File: config.mk
export PLATFORM = sky130hd
export DESIGN_NAME = mat_tile_sched
export DESIGN_NICKNAME = d
export VERILOG_FILES = /design/src/rtl/mat_tile_sched.sv
export SDC_FILE = /design/constraint.sdc
export NUM_CORES = 2
export LEC_CHECK = 0
export BUFFER_PORTS_ARGS = -buffer_cell sky130_fd_sc_hd__buf_2
export CAP_MARGIN = 20
export CORE_ASPECT_RATIO = 0.6
export CORE_UTILIZATION = 50
export DETAILED_ROUTE_END_ITERATION = 6
export PLACE_DENSITY = 0.72
export SLEW_MARGIN = 20
export SYNTH_ARGS = -nofsm -noshare
export SYNTH_HDL_FRONTEND = slang
export SYNTH_SLANG_ARGS = --single-unit
File: constraint.sdc
create_clock -name iclk -period 2.8 [get_ports iclk]
set_input_delay 0.14 -clock iclk [delete_from_list [all_inputs] [get_ports iclk]]
set_output_delay 0.14 -clock iclk [all_outputs]
set_load 0.005 [all_outputs]
File: src/rtl/mat_tile_sched.sv
// Operand store and schedule for the GEMM mat_sum stage.
// Streams one A/B element pair per cycle and emits each C element row-major.
module mat_tile_sched #(
    parameter int DATA_WIDTH    = 64,
    parameter int MATRIX_WIDTH  = 4,
    parameter int MATRIX_HEIGHT = 4,
    parameter int MATRIX_ADJUST = 4,
    localparam int MK = MATRIX_HEIGHT * MATRIX_ADJUST,
    localparam int KN = MATRIX_ADJUST * MATRIX_WIDTH,
    localparam int AW = $clog2((MK > KN) ? MK : KN)
) (
    input  logic                             iclk,
    input  logic                             irst,
    input  logic                             iwr_en,
    input  logic                             iwr_sel,
    input  logic [AW-1:0]                    iwr_addr,
    input  logic [DATA_WIDTH-1:0]            iwr_data,
    input  logic                             istart,
    input  logic [DATA_WIDTH-1:0]            isum,
    output logic [DATA_WIDTH-1:0]            oa_tile,
    output logic [DATA_WIDTH-1:0]            ob_tile,
    output logic [DATA_WIDTH-1:0]            ocurr_sum,
    output logic                             ores_valid,
    input  logic                             ires_ready,
    output logic [DATA_WIDTH-1:0]            ores_data,
    output logic [$clog2(MATRIX_HEIGHT)-1:0] ores_row,
    output logic [$clog2(MATRIX_WIDTH)-1:0]  ores_col,
    output logic                             obusy,
    output logic                             odone
);

    localparam int RW = $clog2(MATRIX_HEIGHT);
    localparam int CW = $clog2(MATRIX_WIDTH);
    localparam int KW = (MATRIX_ADJUST > 1) ? $clog2(MATRIX_ADJUST) : 1;

    typedef enum logic [2:0] {
        S_IDLE,
        S_RUN,
        S_CAPTURE,
        S_OUT,
        S_DONE
    } state_t;

    state_t state, state_d;

    logic [RW-1:0] row, row_d;
    logic [CW-1:0] col, col_d;
    logic [KW-1:0] kk, kk_d;
    logic          capture;

    logic [DATA_WIDTH-1:0] a_mem [MK];
    logic [DATA_WIDTH-1:0] b_mem [KN];

    logic          a_we, b_we;
    logic [AW-1:0] a_idx, b_idx;
    logic          last_k, last_elem;

    // Loading is only allowed while no computation is reading the buffers.
    assign a_we = (state == S_IDLE) && iwr_en && !iwr_sel &&
                  (int'(iwr_addr) < MK);
    assign b_we = (state == S_IDLE) && iwr_en && iwr_sel &&
                  (int'(iwr_addr) < KN);

    always_ff @(posedge iclk) begin
        if (irst) begin
            for (int n = 0; n < MK; n++) a_mem[n] <= '0;
        end else if (a_we) begin
            a_mem[iwr_addr] <= iwr_data;
        end
    end

    always_ff @(posedge iclk) begin
        if (irst) begin
            for (int n = 0; n < KN; n++) b_mem[n] <= '0;
        end else if (b_we) begin
            b_mem[iwr_addr] <= iwr_data;
        end
    end

    assign a_idx = AW'(row) * AW'(MATRIX_ADJUST) + AW'(kk);
    assign b_idx = AW'(kk) * AW'(MATRIX_WIDTH) + AW'(col);

    assign last_k    = (kk == KW'(MATRIX_ADJUST - 1));
    assign last_elem = (row == RW'(MATRIX_HEIGHT - 1)) &&
                       (col == CW'(MATRIX_WIDTH - 1));

    always_ff @(posedge iclk) begin
        if (irst) begin
            state     <= S_IDLE;
            row       <= '0;
            col       <= '0;
            kk        <= '0;
            ores_data <= '0;
            ores_row  <= '0;
            ores_col  <= '0;
        end else begin
            state <= state_d;
            row   <= row_d;
            col   <= col_d;
            kk    <= kk_d;
            if (capture) begin
                ores_data <= isum;
                ores_row  <= row;
                ores_col  <= col;
            end
        end
    end

    always_comb begin
        state_d = state;
        row_d   = row;
        col_d   = col;
        kk_d    = kk;
        capture = 1'b0;
        unique case (state)
            S_IDLE: begin
                if (istart) begin
                    state_d = S_RUN;
                    row_d   = '0;
                    col_d   = '0;
                    kk_d    = '0;
                end
            end
            S_RUN: begin
                if (last_k) begin
                    state_d = S_CAPTURE;
                end else begin
                    kk_d = kk + 1'b1;
                end
            end
            S_CAPTURE: begin
                capture = 1'b1;
                state_d = S_OUT;
            end
            S_OUT: begin
                if (ires_ready) begin
                    if (last_elem) begin
                        state_d = S_DONE;
                    end else begin
                        state_d = S_RUN;
                        kk_d    = '0;
                        if (col == CW'(MATRIX_WIDTH - 1)) begin
                            col_d = '0;
                            row_d = row + 1'b1;
                        end else begin
                            col_d = col + 1'b1;
                        end
                    end
                end
            end
            S_DONE: begin
                state_d = S_IDLE;
            end
            default: begin
                state_d = S_IDLE;
            end
        endcase
    end

    // The first product of each dot product starts from zero, later ones
    // chain on the accumulator's registered result.
    always_comb begin
        oa_tile   = '0;
        ob_tile   = '0;
        ocurr_sum = '0;
        if (state == S_RUN) begin
            oa_tile   = a_mem[a_idx];
            ob_tile   = b_mem[b_idx];
            ocurr_sum = (kk == '0) ? '0 : isum;
        end
    end

    assign ores_valid = (state == S_OUT);
    assign obusy      = (state != S_IDLE);
    assign odone      = (state == S_DONE);

endmodule

==> impl_metrics.yaml <==
setup_path:
  critPathKind: "reg -> out"
  cp_slowest_stage_delay_ps: 440
  cpMostUsedCell: "buf_12"
  worstSetupEndpointType: "primary output"
  critPathBufInv: 5
  crit_family: "simple AND/OR/NAND/NOR gates"
  path_cells: "or3b_4, buf_12, nor3b_4, buf_12, buf_16, buf_12, a22oi_1, nand2_1, buf_2"
  crit_arrival_ps: 2920
  required_ps: 2660
  crit_fanout: 6
  critPathSlowestCell: "or3b_4"
  worst_setup_path_start_kind: "register"
floorplan:
  num_io_pins: 401
  core_area_um2: 187600
  start_util_pct: 50.35
  rows: 123
  dieArea_um2: 190700
  die-height_um: 338.7
  die_w_um: 563.1
status:
  status: "finished, violations left"
  violations: "setup timing"
synthesis:
  yosysSeqAreaShare_pct: 66.74
  synth_fp_nets: 6250
  yosysTopAreaCell: "edfxtp_1"
  async_flop_share_pct: 0
  ys_top_cells_by_area: "edfxtp_1, and2_1, mux4_2"
  yosys_warnings: 0
  synthFlopType: "edfxtp_1"
  synth_area_um2: 94460
  yosysUniqueCellTypes: 43
  synth.most_common_cell: "and2_1"
  synth-edff-count: 2048
  synth_common_cells: "and2_1, edfxtp_1, mux4_2"
  syn_avg_cell_area_um2: 15.47
  synth_top_area_share_pct: 65.10
  synth-seq-cells: 2125
  syn_inst: 6108
sta:
  worst_pin_slew_ps: 944.9
  fin_crit_sh_pct: 109.3
  rsz0062_at_grt: "true"
  min_period_ps: 3062
  setup_ws_ps: -261.6
  skew_ps: 44.67
  fmax_mhz: 326.6
  setup_viol: 164
  max-slew-margin-rel_pct: 37.01
  final_max_slew_viol_count: 0
  hold_violations: 0
  holdWs_ps: 13.37
clocking:
  clk_latency_ps: 880
  tritoncts: "built"
  htreeDepth: 4
  clock_sinks: 2125
  cts_root_buf: "clkbuf_16"
  clock_path_buffers: 4
  path_clk_slew_ps: 60
  cts_buffers: 200
power:
  p_sw_w: 0.01491
  ir_drop_v: 0.0005287
  seqPwrFrac_pct: 54.1
  leakagePower_nw: 41.37
  power_density_nw_per_um2: 591.6
  power_frac_clock_pct: 39.4
  p_int_w: 0.05170
  p_sw_share_pct: 22.39
  pwr-share-comb_pct: 6.4
min_path:
  hold_path.class: "in -> reg"
placed_design:
  dp_hpwl_mm: 157.6
  place_ws_ps: 293.5
  place_congestion: 0.8166
  io_buffers: 400
grt:
  grt_pass1_wl_mm: 401.5
  grt_overflow: 0
  globalRouteTotalUtil_pct: 29.33
  antenna_found_initial: 22
  grt_start_max_net_pins: 80
  grt_pass1_vias: 55441
drt:
  drcViolationCount: 0
  wl_per_cell_um: 30.53
  ant_nets: 0
  vias_per_cell: 6.110
  vias: 56912
  wl_mm: 284.4
  drtIter0Drc: 8355
  firstDrtPassIters: 5
run:
  cap_violations: 0
cells_and_area:
  drive_gt1_share_pct: 27.93
  nets: 6792
  syn_to_final_growth_pct: 19.20
  n_fill_cell: 13457
[logic make-up after synthesis]
kind of cell	share of synthesized area [%]
compound gates	2.529
fa+ha+maj	0.05298
buf+inv	2.680
flops	66.74
mux	12.21
simple gates	15.80
[cell type report]
cell class | count | area [um2] | share of cell area [%]
antenna | 15 | 37.54 | 0.03334
clock buffer | 259 | 5320 | 4.725
clock inverter | 93 | 709.4 | 0.6301
inverter | 7 | 33.78 | 0.03000
multi-input combinational | 3354 | 30140 | 26.77
sequential | 2125 | 63070 | 56.01
tap | 2500 | 3128 | 2.778
timing repair buffer | 962 | 10160 | 9.023
[sequential cells by signal, summed over array words and instances (netlist names)]
name       cells
a_mem       1024
b_mem       1024
col            2
kk             2
ores_col       2
ores_data     64
ores_row       2
row            2
state          3
[power by group through the flow]
stage,sequential (W),combinational [W],clock (W)
5_1_grt,0.0361,0.00444,0.0276
2_1_floorplan,0.0366,0.00181,0
6_report,0.0361,0.00429,0.0263
3_5_place_dp,0.0367,0.00359,0
3_3_place_gp,0.0367,0.00355,0
4_1_cts,0.0361,0.00413,0.0265
[metal layers]
metal	global-route usage [%]	part of all wire, %	vias up	wire (um)
met3	6.904	13	469	36030
li1	-	-	23431	-
met1	43.51	40	29362	113600
met2	44.27	45	3646	127500
met5	0	0.0084	-	24
met4	6.541	2.5	4	7225
[what timing repair did]
action,in CTS,in global routing
gates cloned,34,17
hold buffers,127,0
pin swaps,58,71
endpoints found under the setup margin,192,194
endpoints found under the hold margin,1899,0
gates resized for setup,264,127
buffers inserted,91,31
[cells in the final DEF, fill, tap and decap left out, types with 5 or more instances in the layout]
cell / n
a21oi_1: 73
a22oi_1: 118
a22oi_2: 140
and2_1: 2108
buf_12: 166
buf_16: 44
buf_2: 382
buf_4: 168
buf_6: 44
buf_8: 12
bufinv_16: 10
clkbuf_1: 53
clkbuf_16: 218
clkinv_1: 43
clkinv_2: 28
clkinvlp_4: 6
dfxtp_1: 68
dfxtp_4: 8
diode_2: 15
dlygate4sd3_1: 127
edfxtp_1: 2048
inv_1: 5
mux4_2: 512
nand2_1: 216
nand2_2: 53
nor2_4: 22
nor3_1: 5
nor3_2: 11
nor3_4: 5
or2_4: 32
[worst paths after layout]
| kind | from | to | slack, ps | cells past startpoint |
|---|---|---|---|---|
| max reg2reg | state[2] | kk[1] | 100 | 16 |
| max | state[2] | oa_tile[0] | -260 | 9 |
| min | iwr_data[36] | a_mem[7][36] | 10 | 2 |
| min reg2reg | ores_data[61] | ores_data[61] | 450 | 2 |
[stage by stage]
step | instances | cell area, um2 | setup TNS, ps | utilization [%] | power, W
after global placement | 8658 | 101200 | 0 | 53.95 | 0.04023
after global routing | 9306 | 112600 | -35280 | 60.01 | 0.06820
after detailed placement | 8658 | 101200 | 0 | 53.95 | 0.04033
after floorplan | 6108 | 94460 | 0 | - | 0.03844
final | 9315 | 112600 | -25250 | 60.02 | 0.06661
after CTS | 9261 | 111500 | -38430 | 59.41 | 0.06664
Power figures use the tool's default switching activity.
